`src/rtl/sqrt_newton_iter.sv`:
```
// sqrt_newton_iter: integer square root by Newton iteration, yo = floor(sqrt(x)).
//   clk, rstn (sync, active-low), req/x/y0 start a run from IDLE; busy high outside IDLE,
//   fin pulses one cycle with yo valid, ovf set with fin when MaxIter ran out first.
//   Optional output iter_cnt (iteration count) when SQRT_NEWTON_ITERCNT_EN is defined.
module sqrt_newton_iter #(
  parameter int Width   = 32,
  parameter int MaxIter = 16
) (
  input  logic             clk,
  input  logic             rstn,
  input  logic             req,
  input  logic [Width-1:0] x,
  input  logic [Width-1:0] y0,
  output logic             busy,
  output logic             fin,
  output logic [Width-1:0] yo,
  output logic             ovf
`ifdef SQRT_NEWTON_ITERCNT_EN
  ,
  output logic [7:0]       iter_cnt
`endif
);
  localparam logic [1:0] IDLE = 2'd0, DIV = 2'd1, UPDATE = 2'd2, DONE = 2'd3;
  localparam int CW = $clog2(Width);
  localparam logic [7:0] MI = 8'(MaxIter);
  logic [1:0] state;
  logic [Width-1:0] xr, yr, qr, rem, yn;
  logic [CW-1:0] cnt;
  logic [7:0] n, n1;
  logic [Width:0] rem_sh, diff, s;
  logic ge;
  // qr starts as the dividend and shifts its MSB into the remainder while
  // quotient bits shift in at the bottom; after Width cycles qr holds X/Y.
  always_comb begin
    rem_sh = {rem, qr[Width-1]};
    diff   = rem_sh - {1'b0, yr};
    ge     = rem_sh >= {1'b0, yr};
    s      = {1'b0, yr} + {1'b0, qr};
    yn     = s[Width:1];
    n1     = n + 8'd1;
  end
  assign busy = state != IDLE;
  always_ff @(posedge clk) begin
    if (!rstn) begin
      state <= IDLE;
      xr    <= '0;
      yr    <= '0;
      qr    <= '0;
      rem   <= '0;
      cnt   <= '0;
      n     <= '0;
      fin   <= 1'b0;
      yo    <= '0;
      ovf   <= 1'b0;
`ifdef SQRT_NEWTON_ITERCNT_EN
      iter_cnt <= '0;
`endif
    end else begin
      fin <= 1'b0;
      case (state)
        IDLE: if (req) begin
          xr    <= x;
          yr    <= (x == '0) ? '0 : ((y0 == '0) ? Width'(1) : y0);
          qr    <= x;
          rem   <= '0;
          cnt   <= '0;
          n     <= 8'd0;
          ovf   <= 1'b0;
          state <= (x == '0) ? DONE : DIV;
        end
        DIV: begin
          rem <= ge ? diff[Width-1:0] : rem_sh[Width-1:0];
          qr  <= {qr[Width-2:0], ge};
          cnt <= cnt + 1'b1;
          if (cnt == CW'(Width - 1)) state <= UPDATE;
        end
        UPDATE: begin
          // The first pass always moves; afterwards only a strict decrease continues.
          if (n == 8'd0 || yn < yr) begin
            yr  <= yn;
            n   <= n1;
            qr  <= xr;
            rem <= '0;
            cnt <= '0;
            if (n1 < MI) state <= DIV;
            else begin
              ovf   <= 1'b1;
              state <= DONE;
            end
          end else state <= DONE;
        end
        default: begin
          fin   <= 1'b1;
          yo    <= yr;
`ifdef SQRT_NEWTON_ITERCNT_EN
          iter_cnt <= n;
`endif
          state <= IDLE;
        end
      endcase
    end
  end
endmodule

```
`config.mk`:
```
export PLATFORM = sky130hd
export DESIGN_NAME = sqrt_newton_iter
export DESIGN_NICKNAME = d
export VERILOG_FILES = /design/src/rtl/sqrt_newton_iter.sv
export SDC_FILE = /design/constraint.sdc
export NUM_CORES = 1
export LEC_CHECK = 0
export ABC_AREA = 1
export BUFFER_PORTS_ARGS = -buffer_cell sky130_fd_sc_hd__buf_2
export CAP_MARGIN = 20
export CORE_ASPECT_RATIO = 0.75
export CORE_UTILIZATION = 44
export CTS_CLUSTER_DIAMETER = 200
export DETAILED_ROUTE_END_ITERATION = 8
export PLACE_DENSITY = 0.57
export SLEW_MARGIN = 20
export SYNTH_ARGS = -nofsm -noshare
export SYNTH_HDL_FRONTEND = slang
export SYNTH_SLANG_ARGS = --single-unit
```
`constraint.sdc`:
```
create_clock -name clk -period 4.5 [get_ports clk]
set_input_delay 0.45 -clock clk [delete_from_list [all_inputs] [get_ports clk]]
set_output_delay 0.45 -clock clk [all_outputs]
set_load 0.01 [all_outputs]
```
==> flow_metrics.py <==
metrics = {
    "clock_tree": {
        "postCtsSetupRepairBufs": 0,
        "htreeDepth": 4,
        "path_clk_slew_ns": 0.07,
        "clock_sinks": 177,
        "cts-root-buf": "clkbuf_16",
        "cts_tree": "built",
        "cts_inserted_buffers": 17,
        "clk_path_buf_depth": 2,
        "clock_latency_ns": 0.46,
    },
    "detailed_routing": {
        "ant_nets": 0,
        "vias_per_cell": 5.27,
        "vias": 14300,
        "drt_first_pass_iters": 5,
        "totalWireLength_mm": 45.4,
        "drt_iter0_drc": 1192,
        "wire_per_inst_um": 16.7,
        "drc_errors": 0,
    },
    "placed_design": {
        "dp_hpwl_mm": 34.4,
        "dp.cells": 2684,
        "place.gp.congestion": 0.985,
        "port_buffers": 101,
    },
    "synth": {
        "synth.cell_area_sq_um": 13600,
        "synthTopCellsByCount": "nand2_1 (748), a21oi_1 (261), inv_1 (259)",
        "yosysWarnings": 0,
        "async_flop_share": 0,
        "synth_top_cells_by_area": "dfxtp_1 (26%), nand2_1 (21%), a21oi_1 (9.6%), ha_1 (9.4%), inv_1 (7.2%)",
        "synthFlopType": "dfxtp_1",
        "yosys.area.top_type": "dfxtp_1",
        "synth_area_per_cell_sq_um": 6.05,
        "synth_cells": 2245,
        "yosysMostFrequentCell": "nand2_1",
        "synth_top_area_frac": 0.261,
        "ys_ff_latch": 177,
        "synth-seq-area-share": 0.261,
        "synth-edff-count": 0,
        "ys_types": 42,
        "syn-num-nets": 2416,
    },
    "flow_run": {
        "cap_violations": 0,
    },
    "cells_and_area": {
        "diodes": 0,
        "multiInputGateArea_sq_um": 8660,
        "syn_to_final_growth_pct": 10.8,
        "nFillCells": 3260,
        "drive_gt1_frac": 0.0798,
        "seq_area_sq_um": 3540,
        "finalNonFillerCells": 2716,
        "nets": 2475,
    },
    "global_routing": {
        "grt_pass1_wl_mm": 71.5,
        "antenna_found_initial": 0,
        "grt_max_degree": 99,
        "grt_use_total": 0.292,
        "gr-total-overflow": 0,
        "grt_pass1_vias": 12800,
    },
    "sta": {
        "hold_viol": 0,
        "timing.fmax_mhz": 243,
        "setup_tns_ns": 0,
        "rsz0062_at_grt": "false",
        "slew_viol_final": 0,
        "fin_crit_sh": 0.914,
        "setup_viol": 0,
        "worstMarginPinSlew_ns": 1.03,
        "slew_headroom": 0.313,
        "min_period_ns": 4.11,
        "clock_skew_ns": 0.00884,
    },
    "floorplan": {
        "die_y_um": 154,
        "row_count": 55,
        "coreArea_sq_um": 30300,
        "start_util": 0.448,
        "die_area_sq_um": 31600,
        "die_w_um": 205,
        "ios": 102,
    },
    "critical_path": {
        "timing_worst_setup_path_type": "register to register",
        "crit_required_ns": 4.89,
        "crit_fanout": 32,
        "cp.arrival_ns": 4.50,
        "cp-start-kind": "register",
        "end_kind": "register",
    },
    "hold_path": {
        "hp-class": "input port to register",
    },
    "power": {
        "p_per_area_nw_per_um2": 631,
        "leakage_uw": 0.00752,
        "ir_worst_vdd_v": 0.000288,
    },
    "outcome": {
        "status": "complete, no violations",
    },
}
[kinds of logic (layout without fill, tap and decap cells)]
logic type	Yosys count	after routing	share of synthesized area
AO/OA/AOI/OAI	412	412	0.162
XOR/XNOR	28	28	0.0181
adder cells (fa/ha/maj)	104	104	0.0970
buffers and inverters	354	426	0.102
flip-flops	177	177	0.261
AND/OR/NAND/NOR	1170	1170	0.360
[metal layers]
metal | vias up | routed length, um | GRT usage
li1 | 7315 | - | -
met1 | 6566 | 23400 | 0.447
met2 | 418 | 18600 | 0.432
met3 | 23 | 3070 | 0.0388
met4 | 0 | 357 | 0.0494
met5 | - | 0 | 0
[cell type report]
class | count | share of cell area
Clock buffer | 20 | 0.0304
Clock inverter | 12 | 0.00741
Inverter | 265 | 0.0662
Multi-Input combinational cell | 1714 | 0.576
Sequential cell | 177 | 0.236
Tap cell | 399 | 0.0332
Timing Repair Buffer | 129 | 0.0512
[path summary, 6_finish.rpt]
kind	slack, ns	to	cells past startpoint	from
max	0.39	qr[0]	26	qr[0]
min	0.26	xr[6]	3	x[6]
max reg2reg	0.39	qr[0]	26	qr[0]
min reg2reg	0.46	ovf	2	ovf
[sequential cells by signal, summed over array words and instances (netlist names)]
name and cells:
qr 32, rem 32, xr 32, yo 32, yr 32, n 8, cnt 5, state 2
fin 1, ovf 1
[placed cells by master, fill, tap and decap left out, types with 6 or more instances in the layout]
cell	instances
nand2_1	748
a21oi_1	261
inv_1	259
nor2_1	211
dfxtp_1	177
buf_2	101
ha_1	100
o21ai_0	96
nand3_1	64
nand3b_1	37
nand4_1	32
a22oi_1	31
and2_1	27
nor3_1	23
buf_4	23
clkbuf_16	17
xnor2_1	15
xor2_1	13
or2_2	9
a21o_1	6
clkinvlp_4	6
[critical path, stage by stage, from the launching register on]
cell	delay (ns)
dfxtp_1	0.33
nand2_1	0.08
inv_1	0.05
fa_1	0.39
nand2_1	0.07
nand2_1	0.05
o21ai_1	0.21
inv_1	0.07
nand2_1	0.08
nand3_1	0.18
nand2_1	0.10
nand2_1	0.06
or2_2	0.28
and2_1	0.15
ha_1	0.29
a21oi_1	0.16
o21ai_0	0.13
a21oi_1	0.13
nand2_1	0.10
nand2_1	0.10
nand2_1	0.08
nand2_2	0.16
nand2_4	0.09
nor2_8	0.14
buf_6	0.27
o21ai_0	0.12
nor2_1	0.13
[power by group]
part	switching, uW	internal, uW	total (uW)
sequential	286	1910	2200
clock	689	791	1480
combinational	3810	1990	5800
[through the flow]
step / worst slack [ns] / cell area (sq um) / util / power (uW) / hold WS [ns]
after floorplan: 0.993 / 13600 / - / 6300 / 0.444
after global placement: 0.238 / 14500 / 0.477 / 7890 / 0.443
after detailed placement: 0.288 / 14500 / 0.477 / 7940 / 0.456
after CTS: 0.267 / 15000 / 0.496 / 9440 / 0.247
after global routing: 0.0204 / 15000 / 0.497 / 10400 / 0.253
final: 0.388 / 15000 / 0.497 / 9480 / 0.264
[what timing repair did]
item                                    4_1_cts  5_1_grt
endpoints found under the setup margin        0      109
hold buffers                                  0        0
resized for setup                             0        5
Power figures use the tool's default switching activity.
